### config.mk
export PLATFORM = sky130hd
export DESIGN_NAME = formacao_ctrl_flat
export DESIGN_NICKNAME = d
export VERILOG_FILES = /design/src/rtl/formacao_pkg.sv /design/src/rtl/formacao_ctrl_if.sv /design/src/rtl/formacao_ctrl_arbitro_rr.sv /design/src/rtl/formacao_ctrl.sv /design/src/flat_wrapper.sv
export SDC_FILE = /design/constraint.sdc
export NUM_CORES = 1
export LEC_CHECK = 0
export BUFFER_PORTS_ARGS = -buffer_cell sky130_fd_sc_hd__buf_2
export CAP_MARGIN = 10
export CORE_ASPECT_RATIO = 0.9
export CORE_MARGIN = 5
export CORE_UTILIZATION = 41
export CTS_CLUSTER_SIZE = 40
export DETAILED_ROUTE_END_ITERATION = 10
export PLACE_DENSITY_LB_ADDON = 0.2
export SLEW_MARGIN = 10
export SYNTH_ARGS = -nofsm -noshare
export SYNTH_HDL_FRONTEND = slang
export SYNTH_SLANG_ARGS = --single-unit
### constraint.sdc
create_clock -name CLOCK_50 -period 5.4 [get_ports CLOCK_50]
set_input_delay 0.54 -clock CLOCK_50 [delete_from_list [all_inputs] [get_ports CLOCK_50]]
set_output_delay 0.54 -clock CLOCK_50 [all_outputs]
set_load 0.1 [all_outputs]
### src/rtl/formacao_pkg.sv
// Shared definitions for the enemy formation controller: game state
// encodings, screen bounds, enemy dimensions and the tick-period helper.
package formacao_pkg;

  typedef enum logic [1:0] {
    IDLE     = 2'd0,
    RUN      = 2'd1,
    CLEAR    = 2'd2,
    GAMEOVER = 2'd3
  } estado_t;

  // Screen bounds in pixels.
  localparam int unsigned X_MIN    = 8;    // leftmost legal enemy x
  localparam int unsigned X_MAX    = 631;  // rightmost legal enemy right edge
  localparam int unsigned Y_LIMITE = 440;  // invasion line

  // Enemy sprite dimensions in pixels.
  localparam int unsigned LARGURA = 33;
  localparam int unsigned ALTURA  = 24;

  // Movement tick period: shrinks by passo for every dead enemy and never
  // drops below piso. The comparison is done before the subtraction so the
  // result cannot wrap around.
  function automatic logic [31:0] calc_periodo(input logic [31:0] base,
                                               input logic [31:0] passo,
                                               input logic [31:0] piso,
                                               input logic [31:0] mortos);
    logic [31:0] reducao;
    reducao = passo * mortos;
    if ((base <= piso) || (reducao >= (base - piso))) begin
      return piso;
    end
    return base - reducao;
  endfunction

endpackage

### src/rtl/formacao_ctrl_if.sv
// Bus between the formation controller, the game top level and the array of
// enemy instances. The master view belongs to the controller; the slave view
// belongs to whoever drives enemy state and game controls.
interface formacao_ctrl_if #(
  parameter int unsigned N_INIMIGOS = 8
);

  // Game controls
  logic                       pausa;
  logic                       iniciar;

  // Enemy state, enemy i packed at [10*i+9:10*i]
  logic [10*N_INIMIGOS-1:0]   x_inimigos;
  logic [10*N_INIMIGOS-1:0]   y_inimigos;
  logic [N_INIMIGOS-1:0]      vivo;
  logic [N_INIMIGOS-1:0]      bola_livre;

  // Controller outputs
  logic                       tick_mv;
  logic                       sentidoX;
  logic [N_INIMIGOS-1:0]      disparo;
  logic                       reiniciar;
  logic [1:0]                 estado;
  logic [4:0]                 n_vivos;

  modport master (
    input  pausa, iniciar, x_inimigos, y_inimigos, vivo, bola_livre,
    output tick_mv, sentidoX, disparo, reiniciar, estado, n_vivos
  );

  modport slave (
    output pausa, iniciar, x_inimigos, y_inimigos, vivo, bola_livre,
    input  tick_mv, sentidoX, disparo, reiniciar, estado, n_vivos
  );

endinterface

### src/rtl/formacao_ctrl_arbitro_rr.sv
// arbitro_rr: N-way rotating-priority arbiter. Scans req from index 'inicio'
// upward with wrap-around and grants the first requester found. Purely
// combinational so the caller decides when a grant is taken.
module arbitro_rr #(
  parameter int unsigned N = 8
) (
  input  logic [N-1:0]         req,
  input  logic [$clog2(N)-1:0] inicio,
  output logic [N-1:0]         grant,
  output logic                 valid,
  output logic [$clog2(N)-1:0] indice
);

  localparam int IW = $clog2(N);

  // First requester at or after 'inicio', wrapping past N-1 back to 0.
  always_comb begin
    int j;
    // NOTE: every output gets a value before the loop; a path that leaves one
    // unassigned would infer a latch instead of combinational logic.
    grant  = '0;
    valid  = 1'b0;
    indice = '0;
    for (int k = 0; k < int'(N); k++) begin
      j = int'(inicio) + k;
      if (j >= int'(N)) begin
        j = j - int'(N);
      end
      if (!valid && req[j]) begin
        valid    = 1'b1;
        grant[j] = 1'b1;
        indice   = IW'(j);
      end
    end
  end

endmodule

### src/rtl/formacao_ctrl.sv
// formacao_ctrl: sequencing controller for a formation of enemies. Generates
// the movement tick, owns the shared horizontal direction, schedules enemy
// fire and tracks wave-clear / invasion.
// Build option: define DISPARO_ALEATORIO_EN to start the fire scan from a
// 16-bit Galois LFSR instead of the round-robin pointer.
module formacao_ctrl
  import formacao_pkg::*;
#(
  parameter int unsigned N_INIMIGOS = 8,
  parameter int unsigned PASSO      = 2,
  parameter int unsigned DIV_BASE   = 2_000_000,
  parameter int unsigned DIV_STEP   = 200_000,
  parameter int unsigned DIV_MIN    = 250_000,
  parameter int unsigned COOLDOWN   = 25_000_000
) (
  input logic             CLOCK_50,
  input logic             reset,
  formacao_ctrl_if.master bus
);

  localparam int IW = $clog2(N_INIMIGOS);

  estado_t                estado_q;
  logic                   sentido_q;
  logic                   tick_q;
  logic                   reiniciar_q;
  logic [N_INIMIGOS-1:0]  disparo_q;
  logic [31:0]            div_cnt_q;
  logic [31:0]            cooldown_q;

  logic [31:0]            periodo;
  logic [4:0]             n_vivos;
  logic                   bate_dir;
  logic                   bate_esq;
  logic                   invasao;
  logic                   run_ativo;

  logic [N_INIMIGOS-1:0]  req;
  logic [N_INIMIGOS-1:0]  arb_grant;
  logic                   arb_valid;
  logic [IW-1:0]          arb_indice;
  logic [IW-1:0]          inicio_scan;

  // Count of alive enemies; also sets how fast the formation moves.
  always_comb begin
    n_vivos = '0;
    for (int i = 0; i < int'(N_INIMIGOS); i++) begin
      n_vivos = n_vivos + 5'(bus.vivo[i]);
    end
  end

  assign periodo = calc_periodo(32'(DIV_BASE), 32'(DIV_STEP), 32'(DIV_MIN),
                                32'(N_INIMIGOS) - 32'(n_vivos));

  // Edge and invasion detection over alive enemies only; 12-bit sums so the
  // right-edge and bottom-edge additions cannot overflow.
  always_comb begin
    bate_dir = 1'b0;
    bate_esq = 1'b0;
    invasao  = 1'b0;
    for (int i = 0; i < int'(N_INIMIGOS); i++) begin
      if (bus.vivo[i]) begin
        if ({2'b00, bus.x_inimigos[10*i +: 10]} + 12'(LARGURA + PASSO) > 12'(X_MAX)) begin
          bate_dir = 1'b1;
        end
        if ({2'b00, bus.x_inimigos[10*i +: 10]} < 12'(X_MIN + PASSO)) begin
          bate_esq = 1'b1;
        end
        if ({2'b00, bus.y_inimigos[10*i +: 10]} + 12'(ALTURA) >= 12'(Y_LIMITE)) begin
          invasao = 1'b1;
        end
      end
    end
  end

  // Divider, cooldown and scan pointer only advance in a RUN cycle that is
  // not paused and is not about to leave RUN, so no tick or grant is ever
  // emitted while estado shows CLEAR or GAMEOVER.
  assign run_ativo = (estado_q == RUN) && !bus.pausa && (n_vivos != 5'd0) && !invasao;

  assign req = bus.vivo & bus.bola_livre;

  arbitro_rr #(
    .N (N_INIMIGOS)
  ) u_arbitro (
    .req    (req),
    .inicio (inicio_scan),
    .grant  (arb_grant),
    .valid  (arb_valid),
    .indice (arb_indice)
  );

`ifdef DISPARO_ALEATORIO_EN
  logic [15:0] lfsr_q;

  // Free-running Galois LFSR, taps 16,14,13,11; picks a random scan start.
  always_ff @(posedge CLOCK_50 or negedge reset) begin
    if (!reset) begin
      lfsr_q <= 16'hACE1;
    end else begin
      lfsr_q <= {1'b0, lfsr_q[15:1]} ^ (lfsr_q[0] ? 16'hB400 : 16'h0000);
    end
  end

  assign inicio_scan = IW'(lfsr_q % 16'(N_INIMIGOS));
`else
  logic [IW-1:0] ptr_q;

  // Round-robin pointer: moves just past the enemy that was granted.
  always_ff @(posedge CLOCK_50 or negedge reset) begin
    if (!reset) begin
      ptr_q <= '0;
    end else if (run_ativo && (cooldown_q == 32'd0) && arb_valid) begin
      ptr_q <= (arb_indice == IW'(N_INIMIGOS - 1)) ? '0 : arb_indice + IW'(1);
    end
  end

  assign inicio_scan = ptr_q;
`endif

  // Game FSM with registered outputs: restart, movement tick, direction and
  // fire grants.
  always_ff @(posedge CLOCK_50 or negedge reset) begin
    if (!reset) begin
      estado_q    <= IDLE;
      sentido_q   <= 1'b1;
      tick_q      <= 1'b0;
      reiniciar_q <= 1'b0;
      disparo_q   <= '0;
      div_cnt_q   <= '0;
      cooldown_q  <= 32'(COOLDOWN);
    end else begin
      // NOTE: state is updated with <= so every right-hand side below sees
      // the pre-edge values, exactly as the flip-flops do in hardware.
      tick_q      <= 1'b0;
      reiniciar_q <= 1'b0;
      disparo_q   <= '0;

      case (estado_q)
        RUN: begin
          if (n_vivos == 5'd0) begin
            estado_q <= CLEAR;
          end else if (invasao) begin
            estado_q <= GAMEOVER;
          end

          // Direction is decided in the tick cycle itself, so the new value
          // is on sentidoX from the following cycle.
          if (tick_q) begin
            if (sentido_q && bate_dir) begin
              sentido_q <= 1'b0;
            end else if (!sentido_q && bate_esq) begin
              sentido_q <= 1'b1;
            end
          end

          if (run_ativo) begin
            // '>=' also wraps a count left stale by a shorter new period.
            if (div_cnt_q >= periodo - 32'd1) begin
              div_cnt_q <= '0;
              tick_q    <= 1'b1;
            end else begin
              div_cnt_q <= div_cnt_q + 32'd1;
            end

            if (cooldown_q != 32'd0) begin
              cooldown_q <= cooldown_q - 32'd1;
            end else if (arb_valid) begin
              disparo_q  <= arb_grant;
              cooldown_q <= 32'(COOLDOWN);
            end
          end
        end

        default: begin
          // IDLE, CLEAR and GAMEOVER all restart the same way.
          if (bus.iniciar) begin
            estado_q    <= RUN;
            reiniciar_q <= 1'b1;
            sentido_q   <= 1'b1;
            div_cnt_q   <= '0;
            cooldown_q  <= 32'(COOLDOWN);
          end
        end
      endcase
    end
  end

  assign bus.tick_mv   = tick_q;
  assign bus.sentidoX  = sentido_q;
  assign bus.disparo   = disparo_q;
  assign bus.reiniciar = reiniciar_q;
  assign bus.estado    = estado_q;
  assign bus.n_vivos   = n_vivos;

endmodule

### src/flat_wrapper.sv
// flat-port wrapper written by rule: the top's interface ports become plain ports
module formacao_ctrl_flat import formacao_pkg::*;
#(
  parameter int unsigned N_INIMIGOS = 8,
  parameter int unsigned PASSO      = 2,
  parameter int unsigned DIV_BASE   = 2_000_000,
  parameter int unsigned DIV_STEP   = 200_000,
  parameter int unsigned DIV_MIN    = 250_000,
  parameter int unsigned COOLDOWN   = 25_000_000
)
  (CLOCK_50, reset, bus_pausa, bus_iniciar, bus_x_inimigos, bus_y_inimigos, bus_vivo, bus_bola_livre, bus_tick_mv, bus_sentidoX, bus_disparo, bus_reiniciar, bus_estado, bus_n_vivos);
  formacao_ctrl_if #(.N_INIMIGOS(N_INIMIGOS)) bus_i ();
  input logic CLOCK_50;
  input logic reset;
  input wire logic [$bits(bus_i.pausa)-1:0] bus_pausa;
  input wire logic [$bits(bus_i.iniciar)-1:0] bus_iniciar;
  input wire logic [$bits(bus_i.x_inimigos)-1:0] bus_x_inimigos;
  input wire logic [$bits(bus_i.y_inimigos)-1:0] bus_y_inimigos;
  input wire logic [$bits(bus_i.vivo)-1:0] bus_vivo;
  input wire logic [$bits(bus_i.bola_livre)-1:0] bus_bola_livre;
  output wire logic [$bits(bus_i.tick_mv)-1:0] bus_tick_mv;
  output wire logic [$bits(bus_i.sentidoX)-1:0] bus_sentidoX;
  output wire logic [$bits(bus_i.disparo)-1:0] bus_disparo;
  output wire logic [$bits(bus_i.reiniciar)-1:0] bus_reiniciar;
  output wire logic [$bits(bus_i.estado)-1:0] bus_estado;
  output wire logic [$bits(bus_i.n_vivos)-1:0] bus_n_vivos;
  assign bus_i.pausa = bus_pausa;
  assign bus_i.iniciar = bus_iniciar;
  assign bus_i.x_inimigos = bus_x_inimigos;
  assign bus_i.y_inimigos = bus_y_inimigos;
  assign bus_i.vivo = bus_vivo;
  assign bus_i.bola_livre = bus_bola_livre;
  assign bus_tick_mv = bus_i.tick_mv;
  assign bus_sentidoX = bus_i.sentidoX;
  assign bus_disparo = bus_i.disparo;
  assign bus_reiniciar = bus_i.reiniciar;
  assign bus_estado = bus_i.estado;
  assign bus_n_vivos = bus_i.n_vivos;
  formacao_ctrl #(.N_INIMIGOS(N_INIMIGOS), .PASSO(PASSO), .DIV_BASE(DIV_BASE), .DIV_STEP(DIV_STEP), .DIV_MIN(DIV_MIN), .COOLDOWN(COOLDOWN)) u_core (.CLOCK_50(CLOCK_50), .reset(reset), .bus(bus_i));
endmodule
# Yosys cells after proc, flatten, opt, wreduce, memory -nomap -nowiden

Index checks and enable logic that the tools add are counted.

$mul: 1
Equal/unequal tests: 7
Bitwise operators: 8
Magnitude comparators: 50
Muxes and demuxes: 151
Reductions and logical operators: 41
Add/sub/neg operators: 44

Operator list:

| operator               | number |
|---|---|
| $mux 32                | 19 |
| $ge 32x1->1 const B    | 8 |
| $lt 32x5->1 const B    | 8 |
| $ge 12x9->1 const B    | 8 |
| $gt 12x10->1 const B   | 8 |
| $mux 8                 | 12 |
| $mux 1                 | 91 |
| $add 10x5->11 const B  | 8 |
| $add 10x6->11 const B  | 8 |
| $lt 10x4->1 const B    | 8 |
| $sub 32x1->32 const B  | 2 |
| $or 8x8->8             | 7 |
| $sub 4x4->5 const B    | 7 |
| $add 32x1->32 const B  | 1 |
| $ge 32x21->1 const B   | 1 |
| $ge 32x32->1           | 1 |
| $logic_not 32->1       | 1 |
| $mul 12x32->26 const A | 1 |
| $reduce_bool 32->1     | 1 |
| $sub 21x32->32 const A | 1 |
| $add 5x1->5            | 6 |
| $ge 4x4->1 const B     | 7 |
| $mux 3                 | 9 |
| $bmux 1 s3             | 8 |
| 23 further kinds       | 71 |

Output and inout port bits: 18
Bits in registers: 80
Logic and storage cells: 310

# Logic depth before layout (Yosys ltp)

Gate-level depths: netlist (run 1).

Depth in word-level cells: 31
Mapped depth: 40
Depth with buffers taken out: 36

# Modules after synthesis

Synthesis (run 1) repeated with hierarchy kept, for this count alone.

Cells, all modules: 1482
Area total of the unflattened synthesis: 11623.6 µm²

Modules (own cells, without submodules):

| module        | times used | seq. area each (µm²) | area each (µm²) | cells each |
|---|---|---|---|---|
| formacao_ctrl | 1          | 2018.2               | 10080.9         | 1288 |
| arbitro_rr    | 1          | 0.0                  | 1542.7          | 194 |

# Worst setup path before layout (run 1)

No wires, ideal clock.

Path type: input-to-reg
Start: input bus_vivo[0]
End: register u_core.div_cnt_q[9]
Required time: 5321 ps
Setup time: 79 ps
Arrival: 10079 ps
Cell stages on the path: 36
Slack: -4758 ps
Path buffers: 4
Cell sequence: ha_1 > inv_1 > fa_1 > fa_1 > inv_1 > ha_1 > nor2b_1 > o21ai_1 > clkinv_1 > xnor2_1 > ha_1 > inv_1 > fa_1 > fa_1 > fa_1 > inv_1 > ha_1 > clkbuf_1 > or4b_2 > or3_1 > and3_1 > a31oi_1 > o211ai_1 > nor3_1 > buf_2 > nand2_1 > ha_1 > and4_1 > a211oi_1 > and3_1 > o2bb2ai_1 > nor2_1 > clkbuf_1 > clkbuf_1 > nand3_1 > mux2i_1

Elaborated cells between the ends (all ways): 39

RTL lines:

| item                         | RTL line             | source |
|---|---|---|
| from (decl)                  | flat_wrapper.sv:19   | `input wire logic [$bits(bus_i.vivo)-1:0] bus_vivo;` |
| $add 1x1->2 (*)              | formacao_ctrl.sv:48  | `n_vivos = n_vivos + 5'(bus.vivo[i]);` |
| $add 5x1->5 (*) (6 in a row) | formacao_ctrl.sv:48  |  |
| via bus_n_vivos[3]           | flat_wrapper.sv:26   | `output wire logic [$bits(bus_i.n_vivos)-1:0] bus_n_vivos;` |
| $sub 4x5->6                  | formacao_ctrl.sv:53  | `32'(N_INIMIGOS) - 32'(n_vivos));` |
| $mul 12x32->26               | formacao_pkg.sv:29   | `reducao = passo * mortos;` |
| $ge 32x21->1                 | formacao_pkg.sv:30   | `if ((base <= piso) \|\| (reducao >= (base - piso))) begin` |
| $mux 1                       | formacao_pkg.sv:30   |  |
| $mux 32                      | formacao_pkg.sv:33   | `return base - reducao;` |
| $sub 32x1->32                | formacao_ctrl.sv:159 | `if (div_cnt_q >= periodo - 32'd1) begin` |
| $ge 32x32->1                 | formacao_ctrl.sv:159 |  |
| $mux 32                      | formacao_ctrl.sv:159 |  |
| $mux 32                      | formacao_ctrl.sv:157 | `if (run_ativo) begin` |
| $mux 32                      | formacao_ctrl.sv:139 | `case (estado_q)` |
| to (signal assigned)         | formacao_ctrl.sv:163 | `div_cnt_q <= div_cnt_q + 32'd1;` |
| to (decl)                    | formacao_ctrl.sv:28  | `logic [31:0] div_cnt_q;` |

The timed path passes the listed nets; every way through them passes the cells marked *. The select of a mux whose other input is x is not followed.
A chain may end at the register's enable or synchronous reset.

# Worst setup path after layout (run 1)

Start: input bus_vivo[0]
End: register u_core.div_cnt_q[10]

Cells in the longest elaborated chain, start to end: 19
Elaborated cells between the ends (all ways): 39

RTL lines:

| item |
|---|
| parallel branches: the longest is 19 deep, another holds $mul 12x32->26 |

Several ways; the timed one is not identified. The select of a mux whose other input is x is not followed.

==> summary.md, run 1 <==
| Metric | Value |
|---|---|
| Post-Route Setup TNS | -98430 ps |
| P&R area growth vs syn | 33.3% |
| Utilization after layout | 55.0% |
| Top cell type's share of synthesized area | 15.7% |
| Boundary pin count | 198 |
| Drt pass-1 iters | 7 |
| DR iter-0 viols | 908 |
| Filler Cell Count | 2379 |
| I/O Buffers | approximately 170 |
| Clock share of power | 6.9% |
| Comb power frac | between 80% and 90% |
| Layout cell share with drive strength beyond 1 | ~32% |
| Internal power | about 5.0 mW |
| Synth cell types | 96 |
| HP Class | in -> async |
| Fin. Hold Viols | 0 |
| Tcrit/Tclk final | 157% |
| Gr ovfl total | 0 |
| IR drop worst, VDD | approximately 0.50 mV |
| Total wire length | 33700 um |
| Worst skew pair latency | 340 ps |
| Fin area | 14200 um2 |
| Largest net degree at the start of global routing | 53 |
| Vias in the first global route | 11300 |
| Part of the power in registers | around 7.6% |
| CTS Buf Count | 9 |
| Crit Path Max Fanout | 6 |
| Routed WL per cell | 16.7 um |
| Die Width | around 180 um |
| Worst Setup Start Kind | input port |
| Crit-path most repeated cell | fa_1 |
| Cells after Synth | ~1300 |
| Failing checks | negative setup slack |
| Mapped Area | 10700 um2 |
| Switching Fraction | 45.0% |
| Warnings, synthesis | 0 |
| CTS Root Cell | clkbuf_16 |
| All-Layer GR Usage | between 20 and 25% |
| Initial antenna violation count | 3 |
| Crit path setup slack, layout | -3060 ps |
| Fin cells | between 2000 and 2500 |
| Setup CP Type | in -> reg |
| CTS tree | done |
| DP HPWL | roughly 27000 um |
| EDFF count, synth | 0 |
| Crit path required time | 5620 ps |
| Max cap viols | 0 |
| GPL Wtd Cong | 0.955 |
| Synth Flop Type | dfrtp_1 |
| Total Die Area | 29300 um2 |
| Area contributors post-synth | dfrtp_1 16%, ha_1 12%, inv_1 3.8% |
| Synth Area per Inst | 7.91 um2 |
| Relative slew slack | 28.6% |
| Fmax | 118 MHz |
| First-pass GRT wire length | around 56000 um |
| DIE HEIGHT | 163 um |
| Post-DP Area | 13200 um2 |
| Final #Nets | 1962 |
| Fin. max-slew vios | 0 |
| Overall power | 9.17 mW |
| Sw power | 4.13 mW |
| Sequential-to-total area share from yosys stat | 18.9% |
| P_leak | 6.53 nW |
| Largest area contributor in the netlist | dfrtp_1 |
| Crit path capture type | register |
| CTS sink count | 80 |
| RSZ-0062 raised after global routing | true |
| PwrDens | 645 nW/um2 |
| Reg clk slew, reported paths | 60 ps |
| CTS Buffer Depth | 2 |
| WP data arrival | about 8700 ps |
| Cell row count | 56 |
| Asr flop ratio synth | between 90% and 100% |
| # placed instances | 1975 |
| Core area | between 20000 and 30000 um2 |
| Largest stage delay on the critical path | 610 ps |
| Min Tclk post-route | between 8000 and 9000 ps |
| FF+latch count, synth | 80 |
| DR vias | 11600 |
| Clk_skew | 6.39 ps |
| Status | finished, violations left |
| Remaining DRCs | 0 |
| Vias per inst | 5.73 |
| H-tree lvl count | 3 |
| Worst Tran Pin Value | 1060 ps |
| Starting Density | 41.3% |
| Slowest CP cell | fa_2 |
| ANT nets after route | 0 |
| Setup Viol. Count Final | 33 |
==> worst max-delay path, delay by kind of cell <==
kind	cells	cell delay, ps
AOI/OAI and AO/OA	9	1700
and+or+nand+nor	7	1200
buffers and inverters	7	680
xor gates and xnor gates	1	170
adders and majority gates	11	4400
==> stage by stage <==
step	setup slack, ps	hold WS [ps]
4_1_cts	-3040	128
6_report	-3060	117
3_3_place_gp	-3480	457
3_5_place_dp	-3600	462
2_1_floorplan	-3330	244
5_1_grt	-3370	146
==> cell type report <==
cell class	count	area, um2	area share (%)
clock buffers	11	253	1.78
multi-input cells	1114	8760	61.6
inverters	114	442	3.11
diodes	1	2.50	0.0176
repair buffers	345	2250	15.8
flip-flops and latches	80	2020	14.2
clock inverters	5	55.1	0.387
well taps	348	435	3.06
==> cell families after synthesis <==
family / Yosys count / share of synthesized area (%)
muxes: 52 / 6.37
xor gates and xnor gates: 42 / 3.67
AOI/OAI and AO/OA: 379 / 24.4
other: 2 / 0.0704
DFF: 80 / 18.9
adders and majority gates: 118 / 14.8
buffers and inverters: 164 / 6.13
and+or+nand+nor: 511 / 25.6
==> path summary, 6_finish.rpt <==
check,from,endpoint,slack (ps),depth (start not counted)
min in group CLOCK_50,u_core.cooldown_q[30],u_core.cooldown_q[30],480,1
max in group asynchronous,reset,u_core.bus.disparo[6],4260,2
setup / recovery,bus_vivo[0],u_core.div_cnt_q[10],-3060,35
hold reg to reg,u_core.cooldown_q[30],u_core.cooldown_q[30],480,1
setup reg to reg,u_core.inicio_scan[0],u_core.inicio_scan[0],670,14
hold / removal,reset,u_core.div_cnt_q[25],120,1
==> metal layers <==
metal  up-vias  wire, um  global-route usage [%]
li1       5714         -                       -
met1      5500     15900                    31.1
met2       300     15600                    37.0
met3        39      1800                    3.70
met4         4       447                    4.05
met5         -        25                       0
==> state kept, by name, summed over array words and instances (netlist names) <==
name / cells
u_core.bus.tick_mv: 1
u_core.div_cnt_q: 32
u_core.bus.estado: 2
u_core.cooldown_q: 32
u_core.inicio_scan: 3
u_core.bus.reiniciar: 1
u_core.bus.sentidoX: 1
u_core.bus.disparo: 8
==> timing repair <==
item | 4_1_cts | 5_1_grt
gates resized for setup | 47 | 48
setup buffers | 18 | 7
endpoints found under the setup margin | 33 | 33
pin swaps | 51 | 21
hold buffers | 0 | 0
gates cloned | 2 | 0
==> Yosys cell counts (6+ instances only) <==
cell	count
or3_1	16
nand3b_1	8
o311ai_0	11
and3_1	20
nand3_1	56
buf_2	16
a221oi_1	6
xnor2_1	28
dfrtp_1	67
nand2b_1	17
nor4_1	25
or2_2	11
a31oi_1	18
a211oi_1	19
o21ai_0	64
a21o_1	15
nand2_1	99
o21a_1	17
a21oi_1	68
mux2_2	10
a22o_1	24
mux2i_1	29
and2_1	16
fa_1	14
nor2_1	84
a211o_1	10
or4b_2	6
nor3_1	59
nand4_1	40
o211ai_1	21
o22ai_1	18
a22oi_1	17
dfstp_2	13
a311oi_1	7
o31ai_1	7
ha_1	104
nor2b_1	18
mux4_2	11
inv_1	109
clkbuf_1	25
xor2_1	12
or4_1	10
==> power groups by stage <==
stage               clock, mW  combinational, mW  sequential (mW)
floorplan                   0               4.22            0.766
global placement            0               6.42            0.709
detailed placement          0               6.54            0.710
CTS                     0.646               7.34            0.699
global route            0.675               8.63            0.708
finish                  0.635               7.83            0.700
==> placed cells by master (no fill, tap or decap), drive strengths merged, types with 56 or more instances in the layout <==
| master | netlist | final |
|---|---|---|
| buf | 25 | 345 |
| inv | 112 | 111 |
| ha | 104 | 104 |
| nand2 | 99 | 99 |
| nor2 | 84 | 84 |
| a21oi | 69 | 69 |
| o21ai | 69 | 69 |
| dfrtp | 67 | 67 |
| nor3 | 60 | 60 |
| nand3 | 56 | 56 |
Power figures use the tool's default switching activity.
==> run 2, diff against run 1 <==
RECOVER_POWER = 100   (was unset)
==> summary.md, run 2 (synthesized netlist as in run 1, its figures left out) <==
| Metric | Value |
|---|---|
| P&R area growth vs syn | 32.8% (was 33.3%) |
| Commonest non-fill, non-tap cells in the layout | 152 x buf_2, 149 x buf_4, 98 x inv_1 (was 169 x buf_2, 157 x buf_4, 98 x inv_1) |
| CTS tree | done (unchanged) |
| HP Class | reg -> reg (was in -> async) |
| DR vias | 11600 (about the same) |
| DIE HEIGHT | 163 um (unchanged) |
| Total wire length | 33600 um (was 33700 um) |
| Setup Viol. Count Final | 33 (unchanged) |
| Post-placement setup slack | -3600 ps (unchanged) |
| Starting Density | 41.3% (unchanged) |
| Remaining DRCs | 0 (unchanged) |
| Fin. max-slew vios | 83 (was 0) |
| Register area | 2020 um2 (unchanged) |
| I/O Buffers | 172 (unchanged) |
| Filler Cell Count | 2402 (was 2379) |
| Crit path setup slack, layout | -3060 ps (about the same) |
| Fmax | 118 MHz (about the same) |
| Total Die Area | 29300 um2 (unchanged) |
| H-tree lvl count | 3 (unchanged) |
| Tcrit/Tclk final | 157% (about the same) |
| Part of the power in registers | 7.6% (about the same) |
| Slowest CP cell | fa_2 (unchanged) |
| Cell row count | 56 (unchanged) |
| Slack of the worst reg-to-reg path | 720 ps (was 670 ps) |
| Largest net degree at the start of global routing | 53 (unchanged) |
| GPL Wtd Cong | 0.955 (unchanged) |
| Crit Path Max Fanout | 6 (unchanged) |
| Sw power | 4.13 mW (about the same) |
| Hold_buf cts | 0 (unchanged) |
| Comb power frac | 85.4% (about the same) |
| Fin. Hold Viols | 0 (unchanged) |
| Utilization after layout | 54.8% (was 55.0%) |
| Switching Fraction | 45.1% (was 45.0%) |
| CTS Buffer Depth | 2 (unchanged) |
| Layout cell share with drive strength beyond 1 | 30.7% (was 32.1%) |
| Core area | 25900 um2 (unchanged) |
| Initial antenna violation count | 3 (unchanged) |
| Largest stage delay on the critical path | 610 ps (about the same) |
| PwrDens | 646 nW/um2 (was 645 nW/um2) |
| CTS Buf Count | 9 (unchanged) |
| Clk_skew | 7.53 ps (was 6.39 ps) |
| Area of the multi-input gates | 8750 um2 (was 8760 um2) |
| IR drop worst, VDD | 0.494 mV (was 0.496 mV) |
| Die Width | 180 um (unchanged) |
| WP data arrival | 8690 ps (about the same) |
| All-Layer GR Usage | 22.3% (unchanged) |
| Final #Nets | 1962 (unchanged) |
| P_leak | 6.45 nW (was 6.53 nW) |
| Crit-path most repeated cell | fa_1 (unchanged) |
| Gr ovfl total | 0 (unchanged) |
| Setup CP Type | in -> reg (unchanged) |
| Reg clk slew, reported paths | 60 ps (about the same) |
| Clock share of power | 6.9% (about the same) |
| First-pass GRT wire length | 55600 um (unchanged) |
| Internal power | 5.03 mW (was 5.04 mW) |
| Vias per inst | 5.73 (about the same) |
| Max cap viols | 2 (was 0) |
| Drt pass-1 iters | 5 (was 7) |
| Boundary pin count | 198 (unchanged) |
| Relative slew slack | -90.9% (was 28.6%) |
| Crit path capture type | register (unchanged) |
| Worst Setup Start Kind | input port (unchanged) |
| DP HPWL | 26600 um (unchanged) |
| Vias in the first global route | 11300 (unchanged) |
| ANT nets after route | 0 (unchanged) |
| CTS sink count | 80 (unchanged) |
| # placed instances | 1975 (unchanged) |
| Fin cells | 2018 (unchanged) |
| Status | finished, violations left (unchanged) |
| Worst skew pair latency | 340 ps (about the same) |
| Routed WL per cell | 16.6 um (was 16.7 um) |
| Worst Tran Pin Value | 2860 ps (was 1060 ps) |
| Failing checks | max-capacitance violations, max-slew violations, negative setup slack (was negative setup slack) |
| Crit path required time | 5630 ps (was 5620 ps) |
| CTS Root Cell | clkbuf_16 (unchanged) |
| RSZ-0062 raised after global routing | true (unchanged) |
| Most common cell after layout, fill and taps aside | buf_2 (unchanged) |
| DR iter-0 viols | 884 (was 908) |
| Min Tclk post-route | 8460 ps (about the same) |
==> run 2: cell count changes in the layout (fill, tap and decap cells not counted), sizes merged <==
| cell | delta |
|---|---|
| buf | -25 |
| clkbuf | +25 |
==> run 2: layout make-up <==
type                            count  share of cell area [%]
Multi-Input combinational cell   1114                    61.8
Timing Repair Buffer              345                    15.6
Sequential cell                    80                    14.2
Inverter                          114                    3.12
Tap cell                          348                    3.07
Clock buffer                       11                    1.78
Clock inverter                      5                   0.389
Antenna cell                        1                  0.0177
==> run 2: worst paths after layout <==
path                                         endpoint             startpoint  cells after the start
worst max-delay path              u_core.div_cnt_q[3]            bus_vivo[0]                     35
worst max register to register  u_core.inicio_scan[0]  u_core.inicio_scan[0]                     14
worst min register to register  u_core.cooldown_q[30]  u_core.cooldown_q[30]                      1
min in group asynchronous        u_core.div_cnt_q[25]                  reset                      1
max in group asynchronous       u_core.bus.disparo[3]                  reset                      2
worst min-delay path            u_core.cooldown_q[30]  u_core.cooldown_q[30]                      1
==> run 2: critical path, delay by kind of cell <==
kind | cells | cell delay [ps]
xor+xnor | 1 | 170
buf+inv | 7 | 680
fa+ha+maj | 11 | 4400
simple gates | 7 | 1200
compound gates | 9 | 1690
==> run 2: what timing repair did <==
action                                  4_1_cts  5_1_grt
endpoints found under the setup margin       33       33
resized for setup                            47       48
pin swaps                                    51       21
setup buffers                                18        7
gates cloned                                  2        0
==> run 2: routing by layer <==
metal	vias to the layer above	track usage (%)	part of all wire, %
met5	-	0	0.074
met4	4	4.05	1.3
met3	39	3.70	5.4
met2	315	37.0	46
met1	5498	31.1	47
li1	5712	-	-
==> run 2: stage by stage <==
| stage | TNS [ps] | power (mW) | instance area [um2] | hold slack (ps) |
|---|---|---|---|---|
| final | -98480 | 9.16 | 14200 | 479 |
| after detailed placement | -115150 | 7.25 | 13200 | 462 |
| after CTS | -99070 | 8.69 | 13900 | 128 |
| after global routing | -109020 | 10.0 | 14200 | 516 |
| after floorplan | -107520 | 4.98 | 11100 | 244 |
| after global placement | -110910 | 7.13 | 13200 | 457 |
==> run 2: power groups by stage <==
stage	Combinational, mW	Sequential, mW	Clock [mW]
floorplan	4.22	0.766	0
global placement	6.42	0.709	0
detailed placement	6.54	0.710	0
CTS	7.34	0.699	0.646
global route	8.62	0.708	0.675
finish	7.82	0.700	0.635
==> run 3, diff against run 2 <==
CORE_UTILIZATION = 25   (was 41)
clock period = 8.27 ns   (was 5.4 ns; I/O delays follow)
==> summary.md, run 3 (synthesized netlist as in run 1, its figures left out) <==
| Metric | Value |
|---|---|
| Relative slew slack | -68.5% (was -90.9%) |
| Crit Path Max Fanout | 7 (was 6) |
| Slack of the worst reg-to-reg path | 3130 ps (was 720 ps) |
| CTS tree | done (unchanged) |
| CTS Root Cell | clkbuf_16 (unchanged) |
| DR iter-0 viols | 601 (was 884) |
| Commonest non-fill, non-tap cells in the layout | 152 x buf_2, 138 x buf_4, 96 x inv_1 (was 152 x buf_2, 149 x buf_4, 98 x inv_1) |
| CTS sink count | 80 (unchanged) |
| CTS Buf Count | 9 (unchanged) |
| Post-Route Setup TNS | -13720 ps (was -98480 ps) |
| Layout cell share with drive strength beyond 1 | 30.7% (about the same) |
| Diode count | 0 (was 1) |
| GPL Wtd Cong | 0.876 (was 0.955) |
| Remaining DRCs | 0 (unchanged) |
| IR drop worst, VDD | 0.221 mV (was 0.494 mV) |
| Die Width | 228 um (was 180 um) |
| Crit path required time | 8490 ps (was 5630 ps) |
| Setup Viol. Count Final | 33 (unchanged) |
| Tcrit/Tclk final | 106% |
| Worst Tran Pin Value | 2530 ps (was 2860 ps) |
| I/O Buffers | 172 (unchanged) |
| DP HPWL | 29600 um (was 26600 um) |
| Vias in the first global route | 11300 (about the same) |
| Fin. Hold Viols | 0 (unchanged) |
| Utilization after layout | 34.3% (was 54.8%) |
| Initial antenna violation count | 0 (was 3) |
| Crit path capture type | register (unchanged) |
| WP data arrival | 9010 ps (was 8690 ps) |
| Routed WL per cell | 16.9 um (was 16.6 um) |
| Worst Setup Start Kind | input port (unchanged) |
| All-Layer GR Usage | 15.4% (was 22.3%) |
| Status | finished, violations left (unchanged) |
| DIE HEIGHT | 206 um (was 163 um) |
| Boundary pin count | 198 (unchanged) |
| Fin. max-slew vios | 83 (unchanged) |
| Reg clk slew, reported paths | 60 ps (about the same) |
| Most common cell after layout, fill and taps aside | buf_2 (unchanged) |
| CP Buf/Inv Count | 7 (unchanged) |
| Failing checks | max-capacitance violations, max-slew violations, negative setup slack (unchanged) |
| P_leak | 6.42 nW (was 6.45 nW) |
| RSZ-0062 raised after global routing | true (unchanged) |
| Area of the multi-input gates | 8770 um2 (was 8750 um2) |
| Drt pass-1 iters | 5 (unchanged) |
| PwrDens | 418 nW/um2 (was 646 nW/um2) |
| Register area | 2020 um2 (unchanged) |
| Gr ovfl total | 0 (unchanged) |
| P&R area growth vs syn | 35.3% (was 32.8%) |
| Worst skew pair latency | 340 ps (about the same) |
| Crit path setup slack, layout | -515 ps (was -3060 ps) |
| CP Depth | 34 (was 35) |
| HP Class | reg -> reg (unchanged) |
| Post-Route M1 WL | 19200 um (was 15800 um) |
| Crit-path most repeated cell | fa_1 (unchanged) |
| Slowest CP cell | fa_2 (unchanged) |
| DR vias | 11500 (was 11600) |
| Filler Cell Count | 4367 (was 2402) |
| Min Tclk post-route | slightly below 9000 ps |
| Clk_skew | 9.84 ps (was 7.53 ps) |
| Cell row count | 71 (was 56) |
| Core area | 42000 um2 (was 25900 um2) |
| ANT nets after route | 0 (unchanged) |
| Met3 Wirelength | 1190 um (was 1810 um) |
| Fin cells | 2206 (was 2018) |
| Hold path cells | 1 (unchanged) |
| Vias per inst | 5.21 (was 5.73) |
| Wire length on met2 | 16700 um (was 15500 um) |
| H-tree lvl count | 3 (unchanged) |
| CP delay by family, top | adder cells (unchanged) |
| Uppermost routed layer | met4 (was met5) |
| Starting Density | 25.4% (was 41.3%) |
| Fmax | 114 MHz |
| First-pass GRT wire length | 60200 um (was 55600 um) |
| Total Die Area | 46900 um2 (was 29300 um2) |
| Total wire length | 37300 um (was 33600 um) |
| Largest stage delay on the critical path | 620 ps (was 610 ps) |
| Max cap viols | 2 (unchanged) |
| Largest net degree at the start of global routing | 46 (was 53) |
| # placed instances | 2158 (was 1975) |
| CTS Buffer Depth | 2 (unchanged) |
| Worst hold slack | 477 ps (was 479 ps) |
| Setup CP Type | in -> reg (unchanged) |
| Final #Nets | 1952 (was 1962) |
| Reg2Reg Depth | 13 (was 14) |
| Hold_buf cts | 0 (unchanged) |
-- run 3: changes by cell type in the layout (fill, tap and decap cells not counted), moves of 3 or more --
cell     delta
buf_4      -11
a22oi_1     -4
a22oi_2     +4
nor3_2      -4
ha_2        -3
nand2_1     -3
nor3_1      +3
-- run 3: layout make-up --
type,count,area share (%)
multi-input cells,1114,60.8
clock buffers,10,1.66
well taps,547,4.74
inverters,114,3.06
repair buffers,335,15.3
clock inverters,6,0.520
flip-flops and latches,80,14.0
-- run 3: path summary, 6_finish.rpt --
check                                       from                    end
max in group asynchronous                  reset  u_core.cooldown_q[26]
setup reg to reg           u_core.inicio_scan[1]  u_core.inicio_scan[0]
min in group asynchronous                  reset   u_core.div_cnt_q[23]
hold / removal             u_core.cooldown_q[30]  u_core.cooldown_q[30]
hold reg to reg            u_core.cooldown_q[30]  u_core.cooldown_q[30]
setup / recovery                     bus_vivo[1]   u_core.div_cnt_q[17]
-- run 3: through the flow --
step	setup WS, ps	total power [mW]	area, um2
6_report	-515	6.03	14400
5_1_grt	-832	6.60	14400
4_1_cts	-627	5.75	14200
3_5_place_dp	-1130	4.79	13300
3_3_place_gp	-1020	4.76	13300
2_1_floorplan	-746	3.25	11100
-- run 3: per-layer routing --
| layer | GRT usage, % | vias up |
|---|---|---|
| li1 | - | 5702 |
| met1 | 22.7 | 5565 |
| met2 | 25.2 | 210 |
| met3 | 1.80 | 20 |
| met4 | 1.64 | 0 |
| met5 | 0 | - |
-- run 3: worst register-to-register path: cells and delay by family, from the launching register on --
| family | cells | cell delay, ps |
|---|---|---|
| compound gates | 3 | 430 |
| fa+ha+maj | 3 | 1190 |
| buf+inv | 2 | 690 |
| flops | 1 | 600 |
| mux | 1 | 300 |
| simple gates | 4 | 1880 |
-- run 3: power breakdown --
part	leakage, nW	total (mW)	switching (mW)	internal, mW
clock network	0.151	0.423	0.177	0.247
registers	1.06	0.458	0.0324	0.426
logic	5.21	5.15	2.57	2.58
-- run 3: timing repair --
item	in CTS	in global routing
endpoints found under the setup margin	33	33
cloned	4	0
hold endpoints to repair	0	0
setup buffers	20	11
gates resized for setup	56	54
pin swaps	46	42
